[src/rtl/hc_mmio_rd_responder_pkg.sv]
// Shared HardCloud definitions: CCI-P MMIO channel types, register map,
// run-state encoding and the MMIO read register-select helper.
// Latency: n/a (types and pure functions only). Backpressure: n/a.
package hc_mmio_rd_responder_pkg;

   // ---------------- CCI-P subset used by the MMIO paths ----------------
   typedef logic [8:0]  t_ccip_tid;
   typedef logic [15:0] t_ccip_mmioAddr;
   typedef logic [63:0] t_ccip_mmioData;

   typedef struct packed {
      t_ccip_mmioAddr address;   // 4B word index
      logic [1:0]     length;    // 0: 4B, 1: 8B
      logic           rsvd;
      t_ccip_tid      tid;
   } t_ccip_c0_ReqMmioHdr;

   localparam int CCIP_C0_HDR_W = $bits(t_ccip_c0_ReqMmioHdr);
   typedef logic [CCIP_C0_HDR_W-1:0] t_ccip_c0_RspMemHdr;

   typedef struct packed {
      t_ccip_c0_RspMemHdr hdr;
      logic [511:0]       data;
      logic               rspValid;
      logic               mmioRdValid;
      logic               mmioWrValid;
   } t_if_ccip_c0_Rx;

   typedef struct packed {
      t_ccip_tid tid;
   } t_ccip_c2_RspMmioHdr;

   typedef struct packed {
      t_ccip_c2_RspMmioHdr hdr;
      logic                mmioRdValid;
      t_ccip_mmioData      data;
   } t_if_ccip_c2_Tx;

   // ---------------- HardCloud registers ----------------
   localparam int HC_BUFFER_SIZE = 2;

   typedef struct packed {
      logic [63:0] address;
      logic [31:0] size;
   } t_hc_buffer;

   localparam logic [31:0] HC_CONTROL_ASSERT_RST   = 32'h0000_0000;
   localparam logic [31:0] HC_CONTROL_DEASSERT_RST = 32'h0000_0001;
   localparam logic [31:0] HC_CONTROL_START        = 32'h0000_0003;
   localparam logic [31:0] HC_CONTROL_STOP         = 32'h0000_0007;

   // Byte offsets
   localparam logic [15:0] HC_DSM_BASE    = 16'h110;
   localparam logic [15:0] HC_CONTROL     = 16'h118;
   localparam logic [15:0] HC_BUFFER_BASE = 16'h120;
   localparam logic [15:0] HC_STATUS      = 16'h180;
   localparam logic [15:0] HC_RUN_CYCLES  = 16'h188;
   localparam logic [15:0] HC_RD_COUNT    = 16'h190;

   typedef enum logic [1:0] {
      S_RUN_IDLE = 2'd0,
      S_RUN_BUSY = 2'd1,
      S_RUN_DONE = 2'd2
   } t_hc_run_state;

   typedef enum logic [3:0] {
      SEL_ZERO,
      SEL_DFH,
      SEL_ID_L,
      SEL_ID_H,
      SEL_DSM_BASE,
      SEL_CONTROL,
      SEL_BUF_ADDR,
      SEL_BUF_SIZE,
      SEL_STATUS,
      SEL_RUN_CYCLES,
      SEL_RD_COUNT
   } t_hc_reg_sel;

   typedef struct packed {
      t_hc_reg_sel sel;
      logic [7:0]  buf_idx;   // meaningful only for SEL_BUF_*
   } t_hc_rd_sel;

   // Map a 4B word address onto the 64b register it belongs to. Both halves
   // of a qword select the same register; the half is resolved downstream.
   function automatic t_hc_rd_sel hc_mmio_rd_sel_addr(input t_ccip_mmioAddr word_addr,
                                                      input int             num_buffers);
      logic [17:0] qword;
      logic [17:0] buf_off;
      t_hc_rd_sel  r;
      qword     = {word_addr[15:1], 3'b000};
      buf_off   = qword - 18'(HC_BUFFER_BASE);
      r.sel     = SEL_ZERO;
      r.buf_idx = '0;
      case (qword)
         18'h000:             r.sel = SEL_DFH;
         18'h008:             r.sel = SEL_ID_L;
         18'h010:             r.sel = SEL_ID_H;
         18'(HC_DSM_BASE):    r.sel = SEL_DSM_BASE;
         18'(HC_CONTROL):     r.sel = SEL_CONTROL;
         18'(HC_STATUS):      r.sel = SEL_STATUS;
         18'(HC_RUN_CYCLES):  r.sel = SEL_RUN_CYCLES;
         18'(HC_RD_COUNT):    r.sel = SEL_RD_COUNT;
         default: begin
            // Descriptor i occupies 16 bytes: address qword then size qword.
            if (qword >= 18'(HC_BUFFER_BASE) &&
                qword < 18'(HC_BUFFER_BASE) + 18'(num_buffers * 16)) begin
               r.sel     = buf_off[3] ? SEL_BUF_SIZE : SEL_BUF_ADDR;
               r.buf_idx = buf_off[11:4];
            end
         end
      endcase
      return r;
   endfunction

   function automatic t_hc_rd_sel hc_mmio_rd_sel(input t_if_ccip_c0_Rx rx);
      t_ccip_c0_ReqMmioHdr h;
      h = t_ccip_c0_ReqMmioHdr'(rx.hdr);
      return hc_mmio_rd_sel_addr(h.address, HC_BUFFER_SIZE);
   endfunction

endpackage

[src/rtl/hc_mmio_rd_decode.sv]
// MMIO read address decode: 4B word address -> register select and half.
// Latency: combinational. Backpressure: none.
// Ports: word_addr (in, 16) | rd_sel (out, t_hc_rd_sel) | hi_half (out, odd 4B word)
module hc_mmio_rd_decode
   import hc_mmio_rd_responder_pkg::*;
#(
   parameter int NUM_BUFFERS = HC_BUFFER_SIZE
)(
   input  logic [15:0] word_addr,
   output t_hc_rd_sel  rd_sel,
   output logic        hi_half
);

   assign rd_sel  = hc_mmio_rd_sel_addr(word_addr, NUM_BUFFERS);
   assign hi_half = word_addr[0];

endmodule

[src/rtl/hc_mmio_rd_responder.sv]
// CCI-P MMIO read responder: DFH/AFU_ID, register readback, run FSM status.
// Latency: 2 clk request->response, 1 read/clk sustained, in order.
// Backpressure: none; c2 cannot stall. Optional RD_COUNT via HC_MMIO_RD_STATS_EN.
// Ports: clk, reset_n (sync, active low) | rx_c0 (MMIO req) | tx_c2 (MMIO rsp)
//        dsm_base, hc_control, hc_buffer (register values) | done (pulse) | run_state
module hc_mmio_rd_responder
   import hc_mmio_rd_responder_pkg::*;
#(
   parameter logic [63:0] AFU_DFH     = 64'h1000_0000_0000_1001,
   parameter logic [63:0] AFU_ID_L    = 64'h0,
   parameter logic [63:0] AFU_ID_H    = 64'h0,
   parameter int          NUM_BUFFERS = HC_BUFFER_SIZE
)(
   input  logic           clk,
   input  logic           reset_n,
   input  t_if_ccip_c0_Rx rx_c0,
   output t_if_ccip_c2_Tx tx_c2,
   input  logic [63:0]    dsm_base,
   input  logic [31:0]    hc_control,
   input  t_hc_buffer     hc_buffer [NUM_BUFFERS],
   input  logic           done,
   output t_hc_run_state  run_state
);

   t_ccip_c0_ReqMmioHdr req_hdr;
   t_hc_rd_sel          rd_sel;
   logic                rd_hi;

   assign req_hdr = t_ccip_c0_ReqMmioHdr'(rx_c0.hdr);

   logic unused_rx;
   assign unused_rx = ^{rx_c0.data, rx_c0.rspValid, rx_c0.mmioWrValid, req_hdr.rsvd};

   hc_mmio_rd_decode #(
      .NUM_BUFFERS (NUM_BUFFERS)
   ) u_decode (
      .word_addr (req_hdr.address),
      .rd_sel    (rd_sel),
      .hi_half   (rd_hi)
   );

   logic        done_latched;
   logic [63:0] run_cycles;
   logic [63:0] rd_count_view;   // RD_COUNT as seen by the read being accepted

`ifdef HC_MMIO_RD_STATS_EN
   logic [63:0] rd_count;

   always_ff @(posedge clk) begin
      if (!reset_n) begin
         rd_count <= '0;
      end else if (rx_c0.mmioRdValid) begin
         rd_count <= rd_count + 64'd1;
      end
   end

   // The count includes the read that is returning it.
   assign rd_count_view = rd_count + 64'd1;
`else
   assign rd_count_view = '0;
`endif

   // Register value at the accept edge. Capturing it in stage 1 (rather than
   // muxing in stage 2) makes a read that races an FSM transition return the
   // pre-edge value.
   logic [63:0] reg_val;

   always_comb begin
      reg_val = '0;
      case (rd_sel.sel)
         SEL_DFH:        reg_val = AFU_DFH;
         SEL_ID_L:       reg_val = AFU_ID_L;
         SEL_ID_H:       reg_val = AFU_ID_H;
         SEL_DSM_BASE:   reg_val = dsm_base;
         SEL_CONTROL:    reg_val = {32'h0, hc_control};
         SEL_BUF_ADDR: begin
            for (int i = 0; i < NUM_BUFFERS; i++) begin
               if (rd_sel.buf_idx == 8'(i)) reg_val = hc_buffer[i].address;
            end
         end
         SEL_BUF_SIZE: begin
            for (int i = 0; i < NUM_BUFFERS; i++) begin
               if (rd_sel.buf_idx == 8'(i)) reg_val = {32'h0, hc_buffer[i].size};
            end
         end
         SEL_STATUS:     reg_val = {61'h0, done_latched, run_state};
         SEL_RUN_CYCLES: reg_val = run_cycles;
         SEL_RD_COUNT:   reg_val = rd_count_view;
         default:        reg_val = '0;
      endcase
   end

   // ---------------- stage 1 ----------------
   logic        s1_vld;
   t_ccip_tid   s1_tid;
   logic        s1_is_4b;
   logic        s1_hi;
   logic [63:0] s1_val;

   always_ff @(posedge clk) begin
      if (!reset_n) begin
         s1_vld   <= 1'b0;
         s1_tid   <= '0;
         s1_is_4b <= 1'b0;
         s1_hi    <= 1'b0;
         s1_val   <= '0;
      end else begin
         s1_vld <= rx_c0.mmioRdValid;
         if (rx_c0.mmioRdValid) begin
            s1_tid   <= req_hdr.tid;
            s1_is_4b <= (req_hdr.length == 2'b00);
            s1_hi    <= rd_hi;
            s1_val   <= reg_val;
         end
      end
   end

   // ---------------- stage 2 ----------------
   always_ff @(posedge clk) begin
      if (!reset_n) begin
         tx_c2 <= '0;
      end else begin
         tx_c2 <= '0;
         if (s1_vld) begin
            tx_c2.mmioRdValid <= 1'b1;
            tx_c2.hdr.tid     <= s1_tid;
            // 4B reads always land in data[31:0], upper half zero.
            tx_c2.data        <= s1_is_4b ? {32'h0, (s1_hi ? s1_val[63:32] : s1_val[31:0])}
                                          : s1_val;
         end
      end
   end

   // ---------------- run FSM ----------------
   always_ff @(posedge clk) begin
      if (!reset_n) begin
         run_state    <= S_RUN_IDLE;
         run_cycles   <= '0;
         done_latched <= 1'b0;
      end else begin
         case (run_state)
            S_RUN_IDLE: begin
               if (hc_control == HC_CONTROL_START) begin
                  run_state    <= S_RUN_BUSY;
                  run_cycles   <= '0;
                  done_latched <= 1'b0;
               end
            end
            S_RUN_BUSY: begin
               if (run_cycles != '1) run_cycles <= run_cycles + 64'd1;
               // Host reset wins over a kernel done in the same cycle.
               if (hc_control == HC_CONTROL_ASSERT_RST) begin
                  run_state <= S_RUN_IDLE;
               end else if (done) begin
                  run_state    <= S_RUN_DONE;
                  done_latched <= 1'b1;
               end else if (hc_control == HC_CONTROL_STOP) begin
                  run_state <= S_RUN_DONE;
               end
            end
            S_RUN_DONE: begin
               if (hc_control == HC_CONTROL_ASSERT_RST) run_state <= S_RUN_IDLE;
            end
            default: run_state <= S_RUN_IDLE;
         endcase
      end
   end

endmodule

[config.mk]
export PLATFORM = sky130hd
export DESIGN_NAME = hc_mmio_rd_responder
export DESIGN_NICKNAME = d
export VERILOG_FILES = /design/src/rtl/hc_mmio_rd_responder_pkg.sv /design/src/rtl/hc_mmio_rd_decode.sv /design/src/rtl/hc_mmio_rd_responder.sv
export SDC_FILE = /design/constraint.sdc
export NUM_CORES = 1
export LEC_CHECK = 0
export BUFFER_PORTS_ARGS = -buffer_cell sky130_fd_sc_hd__buf_2
export CORE_AREA = 2 2 351 353
export CTS_CLUSTER_DIAMETER = 30
export DETAILED_ROUTE_END_ITERATION = 12
export DIE_AREA = 0 0 353 355
export GPL_TIMING_DRIVEN = 0
export PLACE_DENSITY = 0.31
export SLEW_MARGIN = 30
export SYNTH_ARGS = -nofsm -noshare
export SYNTH_HDL_FRONTEND = slang
export SYNTH_SLANG_ARGS = --single-unit
[constraint.sdc]
create_clock -name clk -period 5.3 [get_ports clk]
set_input_delay 1.06 -clock clk [delete_from_list [all_inputs] [get_ports clk]]
set_output_delay 1.06 -clock clk [all_outputs]
set_load 0.01 [all_outputs]
== Word-level counts from Yosys, hierarchy flattened ==
Cells that the tools add are included.

* Bits of input ports: 834
* Memories: 0
* Register bits after elaboration: 217
* Latch bits: 0
* Logic and storage cells: 82
* Memory bits (writable): 0
* Memory bits (read-only): 0

* Bitwise logic cells: 2
* Order comparisons: 2
* Equality and inequality tests: 26
* Reductions and logical operators: 13
* Shifts and indexed selects: 0
* Multipliers: 0
* Mux-type cells: 25
* Add/sub/neg operators: 2
* Div/mod/pow operators: 0

{| class="wikitable"
|+ Operators with widths
! operator !! count
|-
| 64-bit one-hot mux with 7 select lines || 1
|-
| 64-bit two-way mux || 6
|-
| 64-bit one-hot mux with 2 select lines || 1
|-
| 15-bit by 6-bit == test with 1-bit output, second input constant || 5
|-
| 65-bit two-way mux || 1
|-
| 64-bit by 1-bit adder with 64-bit output, second input constant || 1
|-
| 32-bit two-way mux || 2
|-
| 64-bit != test, second input constant || 1
|-
| 32-bit by 2-bit == test with 1-bit output, second input constant || 1
|-
| 32-bit by 3-bit == test with 1-bit output, second input constant || 1
|-
| 32-bit logical NOT || 1
|-
| 4-bit one-hot mux with 8 select lines || 1
|-
| 18-bit by 9-bit >= comparator with 1-bit output, second input constant || 1
|-
| 18-bit by 9-bit < comparator with 1-bit output, second input constant || 1
|-
| 4-bit by 3-bit == test with 1-bit output, second input constant || 4
|-
| 15-bit by 1-bit == test with 1-bit output, second input constant || 1
|-
| 15-bit by 2-bit == test with 1-bit output, second input constant || 1
|-
| 15-bit logical NOT || 1
|-
| 12-bit two-way mux || 1
|-
| 12-bit by 9-bit subtractor with 12-bit output, second input constant || 1
|-
| 2-bit two-way mux || 5
|-
| 2-bit != test, second input constant || 5
|-
| 4-bit == test, second input constant || 2
|-
| 8-bit by 1-bit == test with 1-bit output, second input constant || 1
|-
| other kinds (18) || 24
|}

== Longest topological paths before layout ==
* Depth in word-level cells: 8
* Depth in mapped cells: 9
* Mapped depth without buffers: 8

== Hierarchy ==
From an unflattened synthesis, not the netlist that was laid out.

* Cell total of the unflattened synthesis: 1313
* Area, all modules: 11318.4 sq um

{| class="wikitable"
|+ Modules (own cells, without submodules)
! module !! cells each !! times used !! area each (sq um)
|-
| hc_mmio_rd_responder || 1268 || 1 || 10986.8
|-
| hc_mmio_rd_decode || 45 || 1 || 331.6
|}

== Least setup slack after synthesis ==
OpenSTA, ideal clock, no wires.

* Path type: in2reg
* Start point: in rx_c0[531] in the netlist's numbering
* End point: reg s1_val[31]
* Required time: 5.168 ns
* Path buffers: 1
* Stages: 9
* Setup time: 0.132 ns
* Arrival time: 3.116 ns
* Path slack: 2.052 ns
* Cell sequence: inv_1 ha_1 or4b_2 nor3_2 nand2_1 buf_2 mux2_2 a221oi_1 a31oi_1

* Word-level cells in the longest chain between the ends: 8
* Elaborated cells on any way between the ends: 30
* Those cells by class: add/sub (1); order compare (2); eq/ne (15); mux (8); reduce/logical (4)

{| class="wikitable"
|+ Ends and longest elaborated chain
! what !! RTL line !! text
|-
| from (decl) || hc_mmio_rd_responder.sv:16 || <nowiki>input t_if_ccip_c0_Rx rx_c0,</nowiki>
|-
| 18-bit by 9-bit >= comparator with 1-bit output / 18-bit by 9-bit < comparator with 1-bit output (equally long branches) || hc_mmio_rd_responder_pkg.sv:107, hc_mmio_rd_responder_pkg.sv:108 ||
|-
| 1-bit logical AND || hc_mmio_rd_responder_pkg.sv:107 || <nowiki>if (qword >= 18'(HC_BUFFER_BASE) &&</nowiki>
|-
| 12-bit two-way mux || hc_mmio_rd_responder_pkg.sv:107 ||
|-
| 8-bit two-way mux || hc_mmio_rd_responder_pkg.sv:96 || <nowiki>case (qword)</nowiki>
|-
| 8-bit logical NOT || hc_mmio_rd_responder.sv:78, hc_mmio_rd_responder.sv:83 ||
|-
| 32-bit two-way mux / 64-bit two-way mux (equally long branches) || hc_mmio_rd_responder.sv:83, hc_mmio_rd_responder.sv:78 ||
|-
| 64-bit two-way mux, on equally long branches || hc_mmio_rd_responder.sv:83, hc_mmio_rd_responder.sv:78 ||
|-
| 64-bit one-hot mux with 7 select lines * || hc_mmio_rd_responder.sv:70 || <nowiki>case (rd_sel.sel)</nowiki>
|-
| to (signal assigned) || hc_mmio_rd_responder.sv:113 || <nowiki>s1_val <= reg_val;</nowiki>
|-
| to (decl) || hc_mmio_rd_responder.sv:98 || <nowiki>logic [63:0] s1_val;</nowiki>
|}

Mark *: on every way between the ends. The rest lies on a longest branch, timed or not.
A chain may end at the register's enable or synchronous reset.

== Worst setup path after layout ==
* Start point: in hc_control[18]
* End point: reg run_cycles[44]

* Word-level cells in the longest chain between the ends: 3

{| class="wikitable"
|+ Ends and longest elaborated chain
! what !! RTL line !! text
|-
| from (decl) || hc_mmio_rd_responder.sv:19 || <nowiki>input logic [31:0] hc_control,</nowiki>
|-
| 32-bit by 2-bit == test with 1-bit output || hc_mmio_rd_responder.sv:143 || <nowiki>if (hc_control == HC_CONTROL_START) begin</nowiki>
|-
| 2-bit != test (no line) || - ||
|-
| 3-bit AND reduction (no line) || - ||
|-
| to (signal assigned) || hc_mmio_rd_responder.sv:150 || <nowiki>if (run_cycles != '1) run_cycles <= run_cycles + 64'd1;</nowiki>
|-
| to (decl) || hc_mmio_rd_responder.sv:43 || <nowiki>logic [63:0] run_cycles;</nowiki>
|}

Every way passes these cells.

==> impl_metrics.yaml <==
clocking:
  clkSinkCount: 217
  clk_latency_ps: 630
  cts_tree: "built"
  cts_buffer_depth: 3
  clk_pin_slew_ps: 40
  cts_buffers: 78
  cts_hold_buf: 0
  ctsRootBufferMaster: "clkbuf_16"
  cts.htree.levels: 3
  ctsResizeCount: 0
  post_cts_buffers: 0
setup_path:
  critPathSlowestCell: "nor4_2"
  reg2reg_from: "run_cycles[20]"
  critPathMaxStageDelay_ps: 730
  critPathKind: "input pin to flop"
  cpLargestDelayFamily: "simple AND/OR/NAND/NOR gates"
  critPathCaptureType: "flop"
  cp.arrival_ps: 4540
  path_cells: "buf_2 -> nor4_2 -> and4_1 -> nand2_1 -> o41ai_2 -> clkbuf_1 -> clkbuf_1 -> nor2_1"
  crit_buf_inv: 3
  startpoint: "hc_control[18]"
  required_ps: 5760
  crit_fanout: 10
  cp-start-kind: "input pin"
  cpMostUsedCell: "clkbuf_1"
drt:
  drt_iter0_drc: 906
  final_antenna_net_count: 0
  viasPerCell: 3.57
  drc: 0
  wl_per_cell_um: 22.7
  vias: 12500
  wl_mm: 79.4
  first_pass_iters: 6
sta:
  max_clock_freq_ghz: 0.246
  min_period_ps: 4070
  tightest_slew_ps: 1010
  clock_skew_ps: 53.2
  worst_slack_ps: 1230
  fin_crit_sh: 0.768
  grt_setup_unrepaired: "false"
  hold_violations: 0
  finalSetupViolCount: 0
  relSlewSlack: 0.325
  maxSlewViolCount: 0
placement:
  gp_congestion: 0.848
  pre_cts_slack_ps: 459
  dpl.hpwl_mm: 66.6
  portBuffers: 392
  place_inst: 3355
logic_synthesis:
  synth_edf_count: 0
  netlist_instances: 1335
  synthesis.nets: 2173
  synth_largest_area_cell: "dfxtp_1"
  synth_cell_types: 72
  synth_top_area_frac: 0.391
  ys_seq_area_frac: 0.391
  ys_ff_latch: 217
  async_flop_share: 0
  syn_area_per_cell_um2: 8.33
  syn_area_mm2: 0.0111
  synthTopCellsByArea: "dfxtp_1, nand2_1, mux2_2"
  synth_ff_type: "dfxtp_1"
  yosysWarnings: 0
cells_and_area:
  area_delta_synth_final_pct: 60.9
  layout_common_cells: "buf_2, nand2_1, dfxtp_1"
  final_util: 0.147
  drive_gt1_frac: 0.344
  nets: 2648
  final_common_cell: "buf_2"
  instances_no_fill: 3504
floorplan:
  die_h_um: 355
  dieArea_mm2: 0.125
  io-pin-count: 910
  initial_core_util: 0.0916
  coreArea_mm2: 0.121
  rows: 128
  die_x_um: 353
power:
  leakagePower_uw: 0.00634
  peakVddDrop_mv: 0.174
  power_density_mw_per_mm2: 366
global_routing:
  grt_pass1_vias: 12800
  overflow: 0
  track_usage: 0.122
  grt_pass1_wl_mm: 105
  antenna_found_initial: 31
  grt_max_degree: 14
hold_path:
  worstHoldStart: "s1_tid[7]"
  hp-class: "flop to flop"
run_status:
  status: "finished, final reports clean"
job:
  cap_violations: 0
==> cells by family after synthesis <==
family / after synthesis / share of synthesized area
flip-flops: 217 / 0.391
AO/OA/AOI/OAI: 358 / 0.217
AND/OR/NAND/NOR: 519 / 0.242
multiplexers: 83 / 0.0814
adder cells (fa/ha/maj): 4 / 0.00450
buffers and inverters: 137 / 0.0513
XOR/XNOR: 17 / 0.0134
==> per-stage QoR <==
step | power, uW | setup TNS [ps] | cell area [um^2] | hold slack, ps
after CTS | 6650 | 0 | 17900 | 479
after floorplan | 1780 | 0 | 11100 | 437
after detailed placement | 2000 | 0 | 15200 | 471
after global placement | 2000 | -9040 | 15100 | 469
final | 6540 | 0 | 17900 | 476
after global routing | 6760 | 0 | 17900 | 498
==> power breakdown <==
group / total (uW) / internal, uW / switching (uW)
clock network: 4570 / 3170 / 1400
logic: 322 / 139 / 182
registers: 1650 / 1650 / 3.26
==> cell type report <==
cell class	count	area, um^2
sequential	217	4340
antenna	7	17.5
clock inverter	29	387
clock buffer	113	2280
multi-input combinational	981	6270
tap	1625	2030
buffer	94	413
inverter	43	161
timing repair buffer	395	1980
fill	14100	104000
==> state kept, by name (all words and copies together), names as in the netlist <==
register and flops:
s1_vld 1, done_latched 1, run_cycles 64, run_state 2
s1_tid 9, s1_val 64, tx_c2 74, s1_is_4b 1
s1_hi 1
==> routing by layer <==
layer / wire (um) / vias up / global-route usage
met3: 4690 / 102 / 0.0273
met1: 34400 / 6048 / 0.153
met2: 38600 / 423 / 0.209
li1: - / 5935 / -
met5: 63 / - / 0
met4: 1690 / 10 / 0.0345
==> cell usage after synthesis, types with 4 or more instances <==
| cell | count |
|---|---|
| or3_1 | 27 |
| nand2_1 | 218 |
| and2_1 | 40 |
| nor2b_1 | 17 |
| o21a_1 | 4 |
| or4_1 | 19 |
| a31oi_1 | 31 |
| nand4_1 | 23 |
| a22oi_1 | 32 |
| buf_4 | 4 |
| nand2b_1 | 15 |
| ha_1 | 4 |
| o21ai_0 | 105 |
| a21oi_1 | 63 |
| o21ai_2 | 6 |
| mux2_2 | 59 |
| clkbuf_1 | 71 |
| nor3_1 | 19 |
| a32oi_1 | 4 |
| o31ai_1 | 12 |
| o211ai_1 | 5 |
| buf_2 | 14 |
| and3_1 | 20 |
| and4_1 | 5 |
| inv_1 | 42 |
| dfxtp_1 | 217 |
| nor4_1 | 30 |
| nor2_1 | 37 |
| a222oi_1 | 31 |
| nand3_1 | 25 |
| a221oi_1 | 32 |
| xnor2_1 | 14 |
| mux2i_1 | 24 |
==> path summary, 6_finish.rpt <==
path	to	slack (ps)	cells past startpoint
hold / removal	tx_c2[72]	480	1
setup / recovery	run_cycles[44]	1230	8
setup reg to reg	run_cycles[7]	1830	8
hold reg to reg	tx_c2[72]	480	1
No activity file was read; power rests on OpenSTA's default activity.
